--- src/rtl/face_render_scheduler_pkg.sv ---
`default_nettype none
// ============================================================================
// Module      : face_render_scheduler_pkg
// Description : Shared types, feature indices and width helpers for the
//               face render scheduler.
// Revision    : 1.0 - initial release
// ============================================================================
package face_render_scheduler_pkg;

    // Top-level sequencing states of the scheduler
    typedef enum logic [2:0] {
        IDLE  = 3'd0,
        CLEAR = 3'd1,
        START = 3'd2,
        DRAW  = 3'd3,
        SWAP  = 3'd4
    } render_state_t;

    // Feature draw order: lower indices are drawn first and get overwritten
    localparam int MOUTH_IDX = 0;
    localparam int EYES_IDX  = 1;
    localparam int BROWS_IDX = 2;

    // One colour channel of LOG_POWER_MOD bits for each of R, G and B
    function automatic int pixel_size(input int log_power_mod);
        return 3 * log_power_mod;
    endfunction

    // Address width of one frame-buffer bank
    function automatic int address_size(input int rows, input int pixels);
        return $clog2(rows * pixels);
    endfunction

    // Width of a feature index, never narrower than one bit
    function automatic int index_size(input int n);
        return (n > 1) ? $clog2(n) : 1;
    endfunction

endpackage
`default_nettype wire

--- src/rtl/face_render_scheduler_if.sv ---
`default_nettype none
// ============================================================================
// Module      : face_render_scheduler_if
// Description : Face-parameter input, feature-constructor handshake and
//               frame-buffer write port of the face render scheduler.
// Revision    : 1.0 - initial release
// ============================================================================
interface face_render_scheduler_if #(
    parameter int NUM_FEATURES   = 3,
    parameter int NUM_BLOCK_ROWS = 16,
    parameter int NUM_PIXELS     = 128,
    parameter int FACE_RES       = 1 << 16,
    parameter int LOG_POWER_MOD  = 4
);
    import face_render_scheduler_pkg::*;

    localparam int LOG_FACE_RES = $clog2(FACE_RES);
    localparam int PIXEL_SIZE   = pixel_size(LOG_POWER_MOD);
    localparam int ADDRESS_SIZE = address_size(NUM_BLOCK_ROWS, NUM_PIXELS);

    logic                                         face_data_valid;
    logic [NUM_FEATURES-1:0][LOG_FACE_RES-1:0]    face_params;
    logic [NUM_FEATURES-1:0]                      feature_start;
    logic [NUM_FEATURES-1:0][LOG_FACE_RES-1:0]    feature_param;
    logic [NUM_FEATURES-1:0][ADDRESS_SIZE-1:0]    feature_pixel_address;
    logic [NUM_FEATURES-1:0][PIXEL_SIZE-1:0]      feature_pixel_data;
    logic [NUM_FEATURES-1:0]                      feature_pixel_valid;
    logic [ADDRESS_SIZE:0]                        fb_write_address;
    logic [PIXEL_SIZE-1:0]                        fb_write_data;
    logic                                         fb_write_enable;
    logic                                         display_bank;
    logic                                         frame_done;
    logic                                         busy;
    logic                                         timeout_error;

    // Scheduler side
    modport master (
        input  face_data_valid, face_params,
               feature_pixel_address, feature_pixel_data, feature_pixel_valid,
        output feature_start, feature_param,
               fb_write_address, fb_write_data, fb_write_enable,
               display_bank, frame_done, busy, timeout_error
    );

    // Environment side: parameter extraction, feature constructors, frame buffer
    modport slave (
        output face_data_valid, face_params,
               feature_pixel_address, feature_pixel_data, feature_pixel_valid,
        input  feature_start, feature_param,
               fb_write_address, fb_write_data, fb_write_enable,
               display_bank, frame_done, busy, timeout_error
    );

endinterface
`default_nettype wire

--- src/rtl/face_render_scheduler_render_write_mux.sv ---
`default_nettype none
// ============================================================================
// Module      : face_render_scheduler_render_write_mux
// Description : Registered N:1 selection of the feature pixel streams with
//               zero-pixel suppression; one cycle from input to output.
// Revision    : 1.0 - initial release
// ============================================================================
module face_render_scheduler_render_write_mux #(
    parameter int NUM_FEATURES = 3,
    parameter int ADDRESS_SIZE = 11,
    parameter int PIXEL_SIZE   = 12,
    parameter int IDX_W        = 2
) (
    input  wire logic                                      clk_in,
    input  wire logic                                      rst_in,
    input  wire logic                                      capture_i,
    input  wire logic [IDX_W-1:0]                          sel_i,
    input  wire logic [NUM_FEATURES-1:0][ADDRESS_SIZE-1:0] pixel_address_i,
    input  wire logic [NUM_FEATURES-1:0][PIXEL_SIZE-1:0]   pixel_data_i,
    input  wire logic [NUM_FEATURES-1:0]                   pixel_valid_i,
    output logic                                           write_enable_o,
    output logic [ADDRESS_SIZE-1:0]                        write_address_o,
    output logic [PIXEL_SIZE-1:0]                          write_data_o,
    output logic                                           valid_o
);

    logic [ADDRESS_SIZE-1:0] sel_address;
    logic [PIXEL_SIZE-1:0]   sel_data;
    logic                    sel_valid;

    logic                    valid_q;
    logic                    we_q;
    logic [ADDRESS_SIZE-1:0] address_q;
    logic [PIXEL_SIZE-1:0]   data_q;

    // Pick the stream of the feature currently being drawn; others are ignored
    always_comb begin
        sel_address = '0;
        sel_data    = '0;
        sel_valid   = 1'b0;
        for (int k = 0; k < NUM_FEATURES; k++) begin
            if (sel_i == IDX_W'(k)) begin
                sel_address = pixel_address_i[k];
                sel_data    = pixel_data_i[k];
                sel_valid   = pixel_valid_i[k];
            end
        end
    end

    // Register the selected pixel; zero pixels never raise the write strobe
    always_ff @(posedge clk_in) begin
        if (rst_in) begin
            valid_q   <= 1'b0;
            we_q      <= 1'b0;
            address_q <= '0;
            data_q    <= '0;
        end else begin
            valid_q   <= capture_i & sel_valid;
            we_q      <= capture_i & sel_valid & (sel_data != '0);
            address_q <= sel_address;
            data_q    <= sel_data;
        end
    end

    assign write_enable_o  = we_q;
    assign write_address_o = address_q;
    assign write_data_o    = data_q;
    assign valid_o         = valid_q;

endmodule
`default_nettype wire

--- src/rtl/face_render_scheduler.sv ---
`default_nettype none
// ============================================================================
// Module      : face_render_scheduler
// Description : Per face sample, clears the back bank, runs each feature
//               constructor in order onto the frame-buffer write port and
//               then swaps the displayed bank.
// Revision    : 1.0 - initial release
// ============================================================================
module face_render_scheduler #(
    parameter int NUM_FEATURES   = 3,
    parameter int NUM_BLOCK_ROWS = 16,
    parameter int NUM_PIXELS     = 128,
    parameter int FACE_RES       = 1 << 16,
    parameter int LOG_POWER_MOD  = 4,
    parameter int TIMEOUT_CYCLES = 8192
) (
    input  wire logic               clk_in,
    input  wire logic               rst_in,
    face_render_scheduler_if.master bus
);
    import face_render_scheduler_pkg::*;

    localparam int LOG_FACE_RES = $clog2(FACE_RES);
    localparam int PIXEL_SIZE   = pixel_size(LOG_POWER_MOD);
    localparam int ADDRESS_SIZE = address_size(NUM_BLOCK_ROWS, NUM_PIXELS);
    localparam int TOTAL        = NUM_BLOCK_ROWS * NUM_PIXELS;
    localparam int IDX_W        = index_size(NUM_FEATURES);
    localparam int WD_W         = $clog2(TIMEOUT_CYCLES + 1);

    localparam logic [ADDRESS_SIZE:0] CLEAR_LAST = (ADDRESS_SIZE + 1)'(TOTAL - 1);
    localparam logic [IDX_W-1:0]      LAST_IDX   = IDX_W'(NUM_FEATURES - 1);
    localparam logic [WD_W-1:0]       WD_LIMIT   = WD_W'(TIMEOUT_CYCLES - 1);
    localparam logic [WD_W-1:0]       WD_SAT     = WD_W'(TIMEOUT_CYCLES);

    render_state_t                             state_q, state_d;
    logic [IDX_W-1:0]                          idx_q, idx_d;
    logic [ADDRESS_SIZE:0]                     clr_cnt_q, clr_cnt_d;
    logic [WD_W-1:0]                           wd_q, wd_d;
    logic                                      seen_q, seen_d;
    logic                                      pending_q, pending_d;
    logic [NUM_FEATURES-1:0][LOG_FACE_RES-1:0] buffer_q, buffer_d;
    logic [NUM_FEATURES-1:0][LOG_FACE_RES-1:0] param_q, param_d;
    logic                                      display_bank_q, display_bank_d;
    logic                                      timeout_q, timeout_d;

    logic [NUM_FEATURES-1:0]                   start_c;
    logic                                      fb_we_c;
    logic [ADDRESS_SIZE:0]                     fb_addr_c;
    logic [PIXEL_SIZE-1:0]                     fb_data_c;
    logic                                      frame_done_c;
    logic                                      feature_done;

    logic                                      mux_we;
    logic [ADDRESS_SIZE-1:0]                   mux_addr;
    logic [PIXEL_SIZE-1:0]                     mux_data;
    logic                                      mux_valid;

    face_render_scheduler_render_write_mux #(
        .NUM_FEATURES (NUM_FEATURES),
        .ADDRESS_SIZE (ADDRESS_SIZE),
        .PIXEL_SIZE   (PIXEL_SIZE),
        .IDX_W        (IDX_W)
    ) u_write_mux (
        .clk_in          (clk_in),
        .rst_in          (rst_in),
        .capture_i       (state_q == DRAW),
        .sel_i           (idx_q),
        .pixel_address_i (bus.feature_pixel_address),
        .pixel_data_i    (bus.feature_pixel_data),
        .pixel_valid_i   (bus.feature_pixel_valid),
        .write_enable_o  (mux_we),
        .write_address_o (mux_addr),
        .write_data_o    (mux_data),
        .valid_o         (mux_valid)
    );

    // State and datapath registers; reset abandons any frame in progress
    always_ff @(posedge clk_in) begin
        if (rst_in) begin
            state_q        <= IDLE;
            idx_q          <= '0;
            clr_cnt_q      <= '0;
            wd_q           <= '0;
            seen_q         <= 1'b0;
            pending_q      <= 1'b0;
            buffer_q       <= '0;
            param_q        <= '0;
            display_bank_q <= 1'b0;
            timeout_q      <= 1'b0;
        end else begin
            state_q        <= state_d;
            idx_q          <= idx_d;
            clr_cnt_q      <= clr_cnt_d;
            wd_q           <= wd_d;
            seen_q         <= seen_d;
            pending_q      <= pending_d;
            buffer_q       <= buffer_d;
            param_q        <= param_d;
            display_bank_q <= display_bank_d;
            timeout_q      <= timeout_d;
        end
    end

    // Next-state logic and write-port steering
    always_comb begin
        state_d        = state_q;
        idx_d          = idx_q;
        clr_cnt_d      = clr_cnt_q;
        wd_d           = wd_q;
        seen_d         = seen_q;
        pending_d      = pending_q;
        buffer_d       = buffer_q;
        param_d        = param_q;
        display_bank_d = display_bank_q;
        timeout_d      = timeout_q;
        start_c        = '0;
        fb_we_c        = 1'b0;
        fb_addr_c      = '0;
        fb_data_c      = '0;
        frame_done_c   = 1'b0;
        feature_done   = 1'b0;

        // A new sample is always accepted; it replaces any unconsumed one
        if (bus.face_data_valid) begin
            buffer_d  = bus.face_params;
            pending_d = 1'b1;
        end

        case (state_q)
            IDLE: begin
                if (pending_q) begin
                    param_d   = buffer_q;
                    clr_cnt_d = '0;
                    state_d   = CLEAR;
                    // A strobe in this cycle is a newer sample and stays pending
                    if (!bus.face_data_valid) begin
                        pending_d = 1'b0;
                    end
                end
            end

            CLEAR: begin
                fb_we_c   = 1'b1;
                fb_addr_c = {~display_bank_q, clr_cnt_q[ADDRESS_SIZE-1:0]};
                if (clr_cnt_q == CLEAR_LAST) begin
                    idx_d   = '0;
                    state_d = START;
                end else begin
                    clr_cnt_d = clr_cnt_q + 1'b1;
                end
            end

            START: begin
                start_c = NUM_FEATURES'(1) << idx_q;
                seen_d  = 1'b0;
                wd_d    = '0;
                state_d = DRAW;
            end

            DRAW: begin
                fb_we_c   = mux_we;
                fb_addr_c = {~display_bank_q, mux_addr};
                fb_data_c = mux_data;
                if (mux_valid) begin
                    seen_d = 1'b1;
                end
                if (wd_q != WD_SAT) begin
                    wd_d = wd_q + 1'b1;
                end
                // Stream ends on the falling edge of valid; the watchdog
                // closes a feature that never starts or never stops
                if (seen_q && !mux_valid) begin
                    feature_done = 1'b1;
                end else if (wd_q == WD_LIMIT) begin
                    timeout_d    = 1'b1;
                    feature_done = 1'b1;
                end
                if (feature_done) begin
                    if (idx_q == LAST_IDX) begin
                        state_d = SWAP;
                    end else begin
                        idx_d   = idx_q + 1'b1;
                        state_d = START;
                    end
                end
            end

            SWAP: begin
                frame_done_c   = 1'b1;
                display_bank_d = ~display_bank_q;
                state_d        = IDLE;
            end

            default: begin
                state_d = IDLE;
            end
        endcase
    end

    assign bus.feature_start    = start_c;
    assign bus.feature_param    = param_q;
    assign bus.fb_write_address = fb_addr_c;
    assign bus.fb_write_data    = fb_data_c;
    assign bus.fb_write_enable  = fb_we_c;
    assign bus.display_bank     = display_bank_q;
    assign bus.frame_done       = frame_done_c;
    assign bus.busy             = (state_q != IDLE);
    assign bus.timeout_error    = timeout_q;

endmodule
`default_nettype wire
--- src/flat_wrapper.sv ---
// flat-port wrapper written by rule: the top's interface ports become plain ports
module face_render_scheduler_flat import face_render_scheduler_pkg::*;
#(
    parameter int NUM_FEATURES   = 3,
    parameter int NUM_BLOCK_ROWS = 16,
    parameter int NUM_PIXELS     = 128,
    parameter int FACE_RES       = 1 << 16,
    parameter int LOG_POWER_MOD  = 4,
    parameter int TIMEOUT_CYCLES = 8192
)
  (clk_in, rst_in, bus_face_data_valid, bus_face_params, bus_feature_pixel_address, bus_feature_pixel_data, bus_feature_pixel_valid, bus_feature_start, bus_feature_param, bus_fb_write_address, bus_fb_write_data, bus_fb_write_enable, bus_display_bank, bus_frame_done, bus_busy, bus_timeout_error);
  face_render_scheduler_if #(.NUM_FEATURES(NUM_FEATURES), .NUM_BLOCK_ROWS(NUM_BLOCK_ROWS), .NUM_PIXELS(NUM_PIXELS), .FACE_RES(FACE_RES), .LOG_POWER_MOD(LOG_POWER_MOD)) bus_i ();
  input  wire logic clk_in;
  input  wire logic rst_in;
  input wire logic [$bits(bus_i.face_data_valid)-1:0] bus_face_data_valid;
  input wire logic [$bits(bus_i.face_params)-1:0] bus_face_params;
  input wire logic [$bits(bus_i.feature_pixel_address)-1:0] bus_feature_pixel_address;
  input wire logic [$bits(bus_i.feature_pixel_data)-1:0] bus_feature_pixel_data;
  input wire logic [$bits(bus_i.feature_pixel_valid)-1:0] bus_feature_pixel_valid;
  output wire logic [$bits(bus_i.feature_start)-1:0] bus_feature_start;
  output wire logic [$bits(bus_i.feature_param)-1:0] bus_feature_param;
  output wire logic [$bits(bus_i.fb_write_address)-1:0] bus_fb_write_address;
  output wire logic [$bits(bus_i.fb_write_data)-1:0] bus_fb_write_data;
  output wire logic [$bits(bus_i.fb_write_enable)-1:0] bus_fb_write_enable;
  output wire logic [$bits(bus_i.display_bank)-1:0] bus_display_bank;
  output wire logic [$bits(bus_i.frame_done)-1:0] bus_frame_done;
  output wire logic [$bits(bus_i.busy)-1:0] bus_busy;
  output wire logic [$bits(bus_i.timeout_error)-1:0] bus_timeout_error;
  assign bus_i.face_data_valid = bus_face_data_valid;
  assign bus_i.face_params = bus_face_params;
  assign bus_i.feature_pixel_address = bus_feature_pixel_address;
  assign bus_i.feature_pixel_data = bus_feature_pixel_data;
  assign bus_i.feature_pixel_valid = bus_feature_pixel_valid;
  assign bus_feature_start = bus_i.feature_start;
  assign bus_feature_param = bus_i.feature_param;
  assign bus_fb_write_address = bus_i.fb_write_address;
  assign bus_fb_write_data = bus_i.fb_write_data;
  assign bus_fb_write_enable = bus_i.fb_write_enable;
  assign bus_display_bank = bus_i.display_bank;
  assign bus_frame_done = bus_i.frame_done;
  assign bus_busy = bus_i.busy;
  assign bus_timeout_error = bus_i.timeout_error;
  face_render_scheduler #(.NUM_FEATURES(NUM_FEATURES), .NUM_BLOCK_ROWS(NUM_BLOCK_ROWS), .NUM_PIXELS(NUM_PIXELS), .FACE_RES(FACE_RES), .LOG_POWER_MOD(LOG_POWER_MOD), .TIMEOUT_CYCLES(TIMEOUT_CYCLES)) u_core (.clk_in(clk_in), .rst_in(rst_in), .bus(bus_i));
endmodule
--- config.mk ---
export PLATFORM = sky130hd
export DESIGN_NAME = face_render_scheduler_flat
export DESIGN_NICKNAME = d
export VERILOG_FILES = /design/src/rtl/face_render_scheduler_pkg.sv /design/src/rtl/face_render_scheduler_if.sv /design/src/rtl/face_render_scheduler_render_write_mux.sv /design/src/rtl/face_render_scheduler.sv /design/src/flat_wrapper.sv
export SDC_FILE = /design/constraint.sdc
export NUM_CORES = 1
export LEC_CHECK = 0
export BUFFER_PORTS_ARGS = -buffer_cell sky130_fd_sc_hd__buf_2
export CORE_ASPECT_RATIO = 0.6
export CORE_UTILIZATION = 46
export CTS_CLUSTER_DIAMETER = 60
export DETAILED_ROUTE_END_ITERATION = 16
export GPL_ROUTABILITY_DRIVEN = 0
export PLACE_DENSITY = 0.73
export SLEW_MARGIN = 20
export SYNTH_ARGS = -nofsm -noshare
export SYNTH_HDL_FRONTEND = slang
export SYNTH_HIERARCHICAL = 1
export SYNTH_SLANG_ARGS = --single-unit
--- constraint.sdc ---
create_clock -name clk_in -period 2.1 [get_ports clk_in]
set_clock_uncertainty 0.2 [all_clocks]
set_input_delay 0.525 -clock clk_in [delete_from_list [all_inputs] [get_ports clk_in]]
set_output_delay 0.525 -clock clk_in [all_outputs]
set_load 0.05 [all_outputs]
# After elaboration in Yosys (flattened, before gate mapping)
# Index checks and enable logic that the tools add are counted.
[word_totals]
register_bits = 156
in_bits = 123
out_inout_bits = 80
word_cells = 95
[classes]
add_sub_neg = 3
n_eq_ne = 16
shifts = 1
mux = 37
bitwise = 4
reduce_logical = 16
[ops]
columns = ["cell", "n"]
rows = [
  ["$mux W12", 6],
  ["$pmux W12 S2", 2],
  ["$mux W11", 3],
  ["$pmux W14 S2", 1],
  ["$mux W3", 5],
  ["$add A14 B1 Y14 const B", 1],
  ["$eq A14 B13 Y1 const B", 1],
  ["$mux W14", 1],
  ["$ne A14 B14 Y1 const B", 1],
  ["$add A12 B1 Y12 const B", 1],
  ["$eq A12 B11 Y1 const B", 1],
  ["$mux W1", 12],
  ["$pmux W3 S4", 1],
  ["$reduce_bool A12 Y1", 1],
  ["$ne A2 B1 Y1 const B", 5],
  ["$reduce_and A3 Y1", 3],
  ["$eq A3 B2 Y1 const B", 2],
  ["$mux W2", 3],
  ["$reduce_and A2 Y1", 3],
  ["$reduce_bool A2 Y1", 3],
  ["$ne A2 B2 Y1 const B", 2],
  ["$pmux W1 S2", 2],
  ["$pmux W2 S2", 1],
  ["$reduce_and A4 Y1", 1],
  ["13 further kinds", 15],
]

# Depth between registers and ports, before layout
# Gate-level depths: netlist of the first run.
[logic_depth]
ltp_word = 6
ltp_mapped = 8

# Hierarchy
# Netlist of the first run, hierarchy kept.
[modules_own_cells]
columns = ["module", "instances", "cells_each", "area_each_um2", "seq_area_each_um2"]
rows = [
  ["face_render_scheduler", 1, 637, 5398.9, 2622.5],
  ["face_render_scheduler_render_write_mux", 1, 125, 1198.6, 500.5],
]

# Worst setup path before layout of the first run
# OpenSTA, ideal clock, no wires.
[synth_path]
path_kind = "register to output"
from = "reg u_core.state_q[0]"
to = "out bus_fb_write_address[6]"
arrival_time_ns = 2.064
slack_ns = -0.689
path_stages_with_launch = 6
n_path_buf = 2
cell_sequence = "dfxtp_1 -> buf_2 -> nand2b_1 -> or2_1 -> clkbuf_1 -> o21ai_0"
[synth_via]
elab_chain_len = 2
elab_cells_between_ends = 3
[synth_lines]
columns = ["element", "line", "source"]
rows = [
  ["start, declared", "face_render_scheduler.sv:35", "render_state_t state_q, state_d;"],
  ["start signal, assigned", "face_render_scheduler.sv:91", "state_q <= state_d;"],
  ["$eq A3 B2 Y1 or $eq A3 B1 Y1 (tied branches)", "face_render_scheduler.sv:129", "case (state_q)"],
  ["$pmux W12 S2 *", "face_render_scheduler.sv:129", ""],
  ["end, declared", "flat_wrapper.sv:22", "output wire logic [$bits(bus_i.fb_write_address)-1:0] bus_fb_write_address;"],
]
# Every way passes the cells marked *; elsewhere a longest branch is shown, timed or not.

# Worst setup path in the final report of the first run
[layout_path]
from = "reg u_core.state_q[0]"
to = "out bus_fb_write_address[2]"
# Same word-level chain as after synthesis.

==> flow_summary.yaml, run 1 <==
synthesis:
  yosys-top-cells-area: "dfxtp_1 47%, mux2i_1 11%, nand2_1 6.9%, a21oi_1 6.0%, nor2_1 5.9%"
  ys_seq_area_frac: 0.473
  async_flop_share: 0
  synth_cell_types: 48
  synth_nets: 891
  synth_top_area_frac: 0.473
  synth_edf_count: 0
  synth_flop_cell: "dfxtp_1"
  syn-cell-area_sq_mm: 0.00660
  synth_top_area_cell: "dfxtp_1"
  ys.warnings.count: 6
  synth_seq_cells: 156
  synth_area_per_cell_sq_um: 8.66
  syn-instance-count: 762
min_path:
  holdCritPathClass: "in2reg"
power_and_ir_drop:
  internal_power_mw: 5.13
  vdd.ir_drop.worst_v: 0.000469
  p_leak_nw: 3.99
  p_clk_frac: 0.444
  powerDensity_mw_per_mm2: 751
  switchingPower_mw: 1.73
  p_comb_frac: 0.103
  pwr-share-seq: 0.454
  switching_share: 0.253
final_layout:
  drive_gt1_frac: 0.342
  nNetsFinal: 1110
  final_area_sq_mm: 0.00915
  areaGrowthSynthToFinish_pct: 38.7
  stdcell_count: 1185
  antenna_cells: 0
timing:
  slew_viol_final: 0
  fin_crit_ps: 2260
  hold_viol_final: 0
  max_slew_margin: 0.602
  fin_crit_sh: 1.07
  worst_slew_pin_slew_ps: 598
  finalWorstSetupSlack_ps: -155
  setup_violations: 29
  rsz0062_at_grt: "yes"
  fmax_mhz: 443
drt:
  drt-pass1-iter-count: 5
  first_iter_violations: 462
  wl_mm: 17.4
  routed-via-count: 6078
  antenna_left: 0
  wire_per_inst_microns: 14.7
  vias_per_cell: 5.13
  drcViolationCount: 0
global_routing:
  first_global_vias: 5554
  overflow: 0
  grt_use_total: 0.232
  antenna_found_initial: 0
  grt_pass1_wl_mm: 27.3
  grt_max_degree: 60
clock_tree:
  clkSlewWorstSetupHoldPaths_ps: 70
  htree_levels: 4
  clock_sinks: 156
  clock_path_buffers: 2
  clock_latency_ps: 410
  cts_tree: "built"
  cts_root_buf: "clkbuf_16"
  holdBufCountCts: 0
  cts_made_buffers: 17
die:
  die-area_sq_mm: 0.0148
  core_area_sq_mm: 0.0138
  die_h_microns: 94.8
  initial_utilization: 0.477
  rows: 33
  die-width_microns: 157
  pin_count: 203
setup_path:
  critPathSlowestCell: "dfxtp_4"
  cp.required_ps: 1370
  critPathLaunchType: "flip-flop"
  critPathMaxStageDelay_ps: 370
  critPathKind: "reg2out"
  path_max_fanout: 14
  cp_cell_sequence: "nand3b_1 > inv_2 > buf_12 > a22o_4 > buf_8"
  crit_path_end_kind: "output pin"
  crit_arrival_ps: 1530
placement:
  dp_hpwl_mm: 11.8
  place_area_sq_mm: 0.00808
  dp_cells: 1141
  port_buffers: 202
flow_run:
  maxCapViolations: 0
outcome:
  violations: "setup timing"
  status: "finished with violations"
==> cell families (layout without fill, tap and decap cells) <==
family / count (synthesis) / in the layout / share of synthesized area
AND/OR/NAND/NOR: 318 / 318 / 0.219
flip-flops: 156 / 156 / 0.473
XOR/XNOR: 10 / 10 / 0.0133
AO/OA/AOI/OAI: 136 / 136 / 0.128
multiplexers: 72 / 72 / 0.109
buffers and inverters: 64 / 295 / 0.0457
adder cells (fa/ha/maj): 6 / 6 / 0.0114
==> registers in the layout, summed over array words and instances, names as in the netlist <==
| signal | flops |
|---|---|
| u_core/clr_cnt_q | 12 |
| u_core/state_q | 3 |
| u_core/pending_q | 1 |
| u_core/seen_q | 1 |
| u_core/u_write_mux/write_address_o | 11 |
| u_core/u_write_mux/write_data_o | 12 |
| u_core/u_write_mux/write_enable_o | 1 |
| u_core/buffer_q | 48 |
| u_core/u_write_mux/valid_o | 1 |
| u_core/wd_q | 14 |
| u_core/idx_q | 2 |
| u_core/bus.feature_param | 48 |
| u_core/bus.timeout_error | 1 |
| u_core/bus.display_bank | 1 |
==> path summary, 6_finish.rpt <==
kind         depth (start not counted)                          start  slack, ps                                    end
max                                  5              u_core/state_q[0]       -160                bus_fb_write_address[2]
min reg2reg                          2            u_core/buffer_q[38]        250           u_core/bus.feature_param[38]
min                                  3  bus_feature_pixel_address[29]        130  u_core/u_write_mux/write_address_o[7]
max reg2reg                          6            u_core/clr_cnt_q[0]         80                    u_core/clr_cnt_q[7]
==> cells in the final DEF, fill, tap and decap left out, drive strengths merged, types with 10 or more instances in the layout <==
cell	synthesis	final
o2bb2ai	12	12
o21ai	10	10
nand2	121	121
dfxtp	156	156
mux2i	72	72
inv	11	18
nor2	103	103
nor2b	15	15
clkbuf	29	17
buf	24	251
a21oi	79	79
nand3	12	12
a22o	10	10
and3	16	16
==> cell usage after synthesis, drive strengths merged, types with 3 or more instances <==
| cell type | instances |
|---|---|
| nand4 | 6 |
| a22o | 10 |
| ha | 6 |
| and4 | 4 |
| or3 | 3 |
| o21ai | 10 |
| nor2 | 103 |
| nor4 | 6 |
| dfxtp | 156 |
| a21oi | 79 |
| nor2b | 15 |
| o2bb2ai | 12 |
| and3 | 16 |
| nor3 | 8 |
| nand2b | 4 |
| nand3 | 12 |
| a311oi | 6 |
| nand2 | 121 |
| mux2i | 72 |
| a211oi | 4 |
| a31oi | 5 |
| inv | 11 |
| nand3b | 3 |
| buf | 24 |
| clkbuf | 29 |
| and2 | 8 |
| xnor2 | 8 |
==> layout make-up <==
| cell class | instances | area [sq um] |
|---|---|---|
| Fill cell | 1165 | 4680 |
| Clock inverter | 14 | 159 |
| Clock buffer | 17 | 425 |
| Multi-Input combinational cell | 542 | 3370 |
| Inverter | 11 | 41.3 |
| Timing Repair Buffer | 253 | 1770 |
| Tap cell | 192 | 240 |
| Sequential cell | 156 | 3140 |
==> metrics by stage <==
stage | utilization | hold WS (ps) | TNS (ps) | setup slack, ps | total power, mW
3_3_place_gp | 0.584 | 237 | 0 | 65.1 | 3.82
3_5_place_dp | 0.584 | 242 | 0 | 20.3 | 3.84
2_1_floorplan | - | 231 | -499 | -320 | 3.58
5_1_grt | 0.661 | 121 | -4720 | -209 | 7.12
4_1_cts | 0.653 | 124 | -3200 | -149 | 6.92
6_report | 0.661 | 135 | -3110 | -155 | 6.87
==> worst max-delay path, delay by kind of cell, from the launching register on <==
family	cells	cell delay [ps]
DFF	1	370
AOI/OAI and AO/OA	1	260
and+or+nand+nor	1	130
buffers and inverters	3	360
==> power by group through the flow <==
stage                     logic, mW  clock network [mW]  registers, mW
final                         0.706                3.05           3.12
after global routing          0.767                3.23           3.13
after CTS                     0.686                3.12           3.12
after detailed placement      0.654                   0           3.18
after global placement        0.643                   0           3.18
after floorplan               0.321                   0           3.26
==> per-layer routing <==
metal,share of wire,global-route usage,wire (microns),vias to the layer above
li1,-,-,-,3048
met1,0.49,0.331,8570,2851
met2,0.45,0.351,7740,171
met3,0.058,0.0610,1010,8
met4,0.0037,0.0474,65,0
met5,0,0,0,-
==> what timing repair did <==
| action | in CTS | in global routing |
|---|---|---|
| pin swaps | 7 | 5 |
| gates resized for setup | 87 | 18 |
| setup buffers | 5 | 6 |
| cloned | 2 | 0 |
| setup endpoints to repair | 29 | 37 |
(Power assumes the default switching activity.)
==> run 2: changes to the inputs <==
CAP_MARGIN = 5   (was not set)
CORE_MARGIN = 2   (was not set)
SYNTH_HIERARCHICAL = not set   (was 1)
==> flow_summary.yaml, run 2 <==
drt:
  antenna_left: 0
  wl_mm: 19.0
  drt-pass1-iter-count: 5
  routed-via-count: 6342
  wire_per_inst_microns: 15.8
  drcViolationCount: 0
  vias_per_cell: 5.25
  first_iter_violations: 479
clock_tree:
  clock_path_buffers: 2
  clkSlewWorstSetupHoldPaths_ps: 70
  clock_sinks: 156
  cts_root_buf: "clkbuf_16"
  clock_latency_ps: 410
  htree_levels: 4
  cts_made_buffers: 17
  cts_tree: "built"
setup_path:
  critPathKind: "reg2out"
  cp_num_buf_inv: 2
  cp.required_ps: 1370
  crit_arrival_ps: 1510
  r2r_cells: 6
  cp_top_family: "flip-flops"
  critPathLaunchType: "flip-flop"
  reg2reg_from: "u_core.state_q[2]"
  critPathMaxStageDelay_ps: 400
  reg2reg_slack_ps: -20
  critPathSlowestCell: "dfxtp_4"
  cp_cell_sequence: "buf_12 > mux2i_1 > nor2_2 > buf_4"
  reg2reg_to: "u_core.clr_cnt_q[8]"
  crit_path_end_kind: "output pin"
  path_max_fanout: 9
die:
  rows: 33
  core_area_sq_mm: 0.0138
  die_h_microns: 96.6
  die-width_microns: 158
  die-area_sq_mm: 0.0153
  pin_count: 203
  initial_utilization: 0.477
final_layout:
  layout_common_cells: "171 x buf_2, 150 x dfxtp_1, 116 x nand2_1, 98 x nor2_1, 76 x a21oi_1"
  fillers: 1099
  nNetsFinal: 1131
  utilization: 0.690
  drive_gt1_frac: 0.380
  final_area_sq_mm: 0.00952
  areaGrowthSynthToFinish_pct: 44.9
  final_common_cell: "buf_2"
synthesis:
  synthTopCellsByCount: "156 x dfxtp_1, 117 x nand2_1, 111 x nor2_1"
  synth_seq_cells: 156
  synth_flop_cell: "dfxtp_1"
  synth_top_area_frac: 0.475
  ys.warnings.count: 0
  async_flop_share: 0
  yosys-top-cells-area: "dfxtp_1 48%, mux2i_1 9.4%, nand2_1 6.7%, nor2_1 6.3%, a21oi_1 5.9%"
  syn-instance-count: 768
  synth_top_area_cell: "dfxtp_1"
  synth_cell_types: 58
  synth_nets: 897
  ys_seq_area_frac: 0.475
  synth.most_common_cell: "dfxtp_1"
  synth_edf_count: 0
  synth_area_per_cell_sq_um: 8.56
  syn-cell-area_sq_mm: 0.00657
global_routing:
  grt_use_total: 0.245
  grt_pass1_wl_mm: 29.5
  grt_max_degree: 50
  overflow: 0
  antenna_found_initial: 0
  first_global_vias: 5946
timing:
  setup_violations: 30
  finalWorstSetupSlack_ps: -137
  slew_viol_final: 0
  rsz0062_at_grt: "yes"
  fin_tns_setup_ps: -2700
  max_slew_margin: 0.664
  hold_viol_final: 0
  whs_ps: 147
  fin_crit_ps: 2240
  fmax_mhz: 447
  fin_crit_sh: 1.07
  worst_slew_pin_slew_ps: 505
placement:
  place_area_sq_mm: 0.00816
  port_buffers: 202
  dp_hpwl_mm: 12.6
min_path:
  holdPathEnd: "u_core.buffer_q[4]"
  hold_depth: 3
  min_from: "bus_face_params[4]"
  holdCritPathClass: "in2reg"
power_and_ir_drop:
  powerDensity_mw_per_mm2: 722
  pwr-share-seq: 0.454
  internal_power_mw: 5.05
  p_comb_frac: 0.108
  switching_share: 0.266
  power_mw: 6.88
  switchingPower_mw: 1.83
  vdd.ir_drop.worst_v: 0.000422
  p_clk_frac: 0.438
  p_leak_nw: 4.13
flow_run:
  maxCapViolations: 0
outcome:
  status: "finished with violations"
  violations: "setup timing"
run 2: final cells by class:
type,instances,area [sq um],share of cell area
Timing Repair Buffer,268,1910,0.201
Multi-Input combinational cell,547,3590,0.377
Clock inverter,15,155,0.0163
Antenna cell,1,2.50,0.000263
Clock buffer,17,425,0.0447
Sequential cell,156,3140,0.330
Inverter,12,53.8,0.00565
Tap cell,192,240,0.0252
run 2: cells by family (layout without fill, tap and decap cells):
kind of cell    count (synthesis)  count (layout)  share of synthesized area
mux                            64              64                     0.0979
xor+xnor                       14              14                     0.0187
simple gates                  332             333                      0.236
compound gates                130             130                      0.118
buf+inv                        66             312                     0.0423
flops                         156             156                      0.475
fa+ha+maj                       6               6                     0.0114
other cells                     0               1                          0
run 2: per-layer routing:
metal	up-vias	part of all wire	global-route usage
met3	20	0.061	0.0459
li1	3106	-	-
met4	0	0.0090	0.0548
met2	218	0.44	0.371
met5	-	0	0
met1	2998	0.49	0.363
run 2: metrics by stage:
step,cells,setup slack (ps)
finish,1208,-137
global route,1207,-164
CTS,1204,-151
detailed placement,1162,-40.8
global placement,1162,27.0
floorplan,768,-355
run 2: power by group through the flow:
stage	sequential, mW	combinational [mW]	clock (mW)
global placement	3.18	0.675	0
CTS	3.12	0.716	3.05
floorplan	3.26	0.327	0
detailed placement	3.18	0.685	0
global route	3.13	0.802	3.19
finish	3.12	0.742	3.01
run 2: worst max-delay path by stage:
stage | to | slack (ps) | startpoint | depth (start not counted)
finish | bus_fb_write_address[4] | -140 | u_core.state_q[1] | 4
global route | bus_fb_write_enable | -160 | u_core.state_q[1] | 4
CTS | bus_feature_start[2] | -150 | u_core.idx_q[1] | 5
detailed placement | u_core.u_write_mux.write_enable_o | -40 | u_core.idx_q[0] | 7
global placement | u_core.u_write_mux.write_enable_o | 30 | u_core.idx_q[1] | 7
floorplan | bus_feature_start[2] | -360 | u_core.idx_q[0] | 6
run 2: worst register-to-register path, cell delays in order, from the launching register on:
cell and delay [ps]:
dfxtp_4 370, buf_4 140, or4b_2 770, buf_4 230, nand2_1 80, mux2_2 150, a21oi_1 60
run 2: what timing repair did:
item                                    CTS  global route
cloned                                    3             0
hold buffers                              0             0
pin swaps                                 0             5
gates resized for setup                 125            43
endpoints found under the setup margin   31            81
setup buffers                             7             4
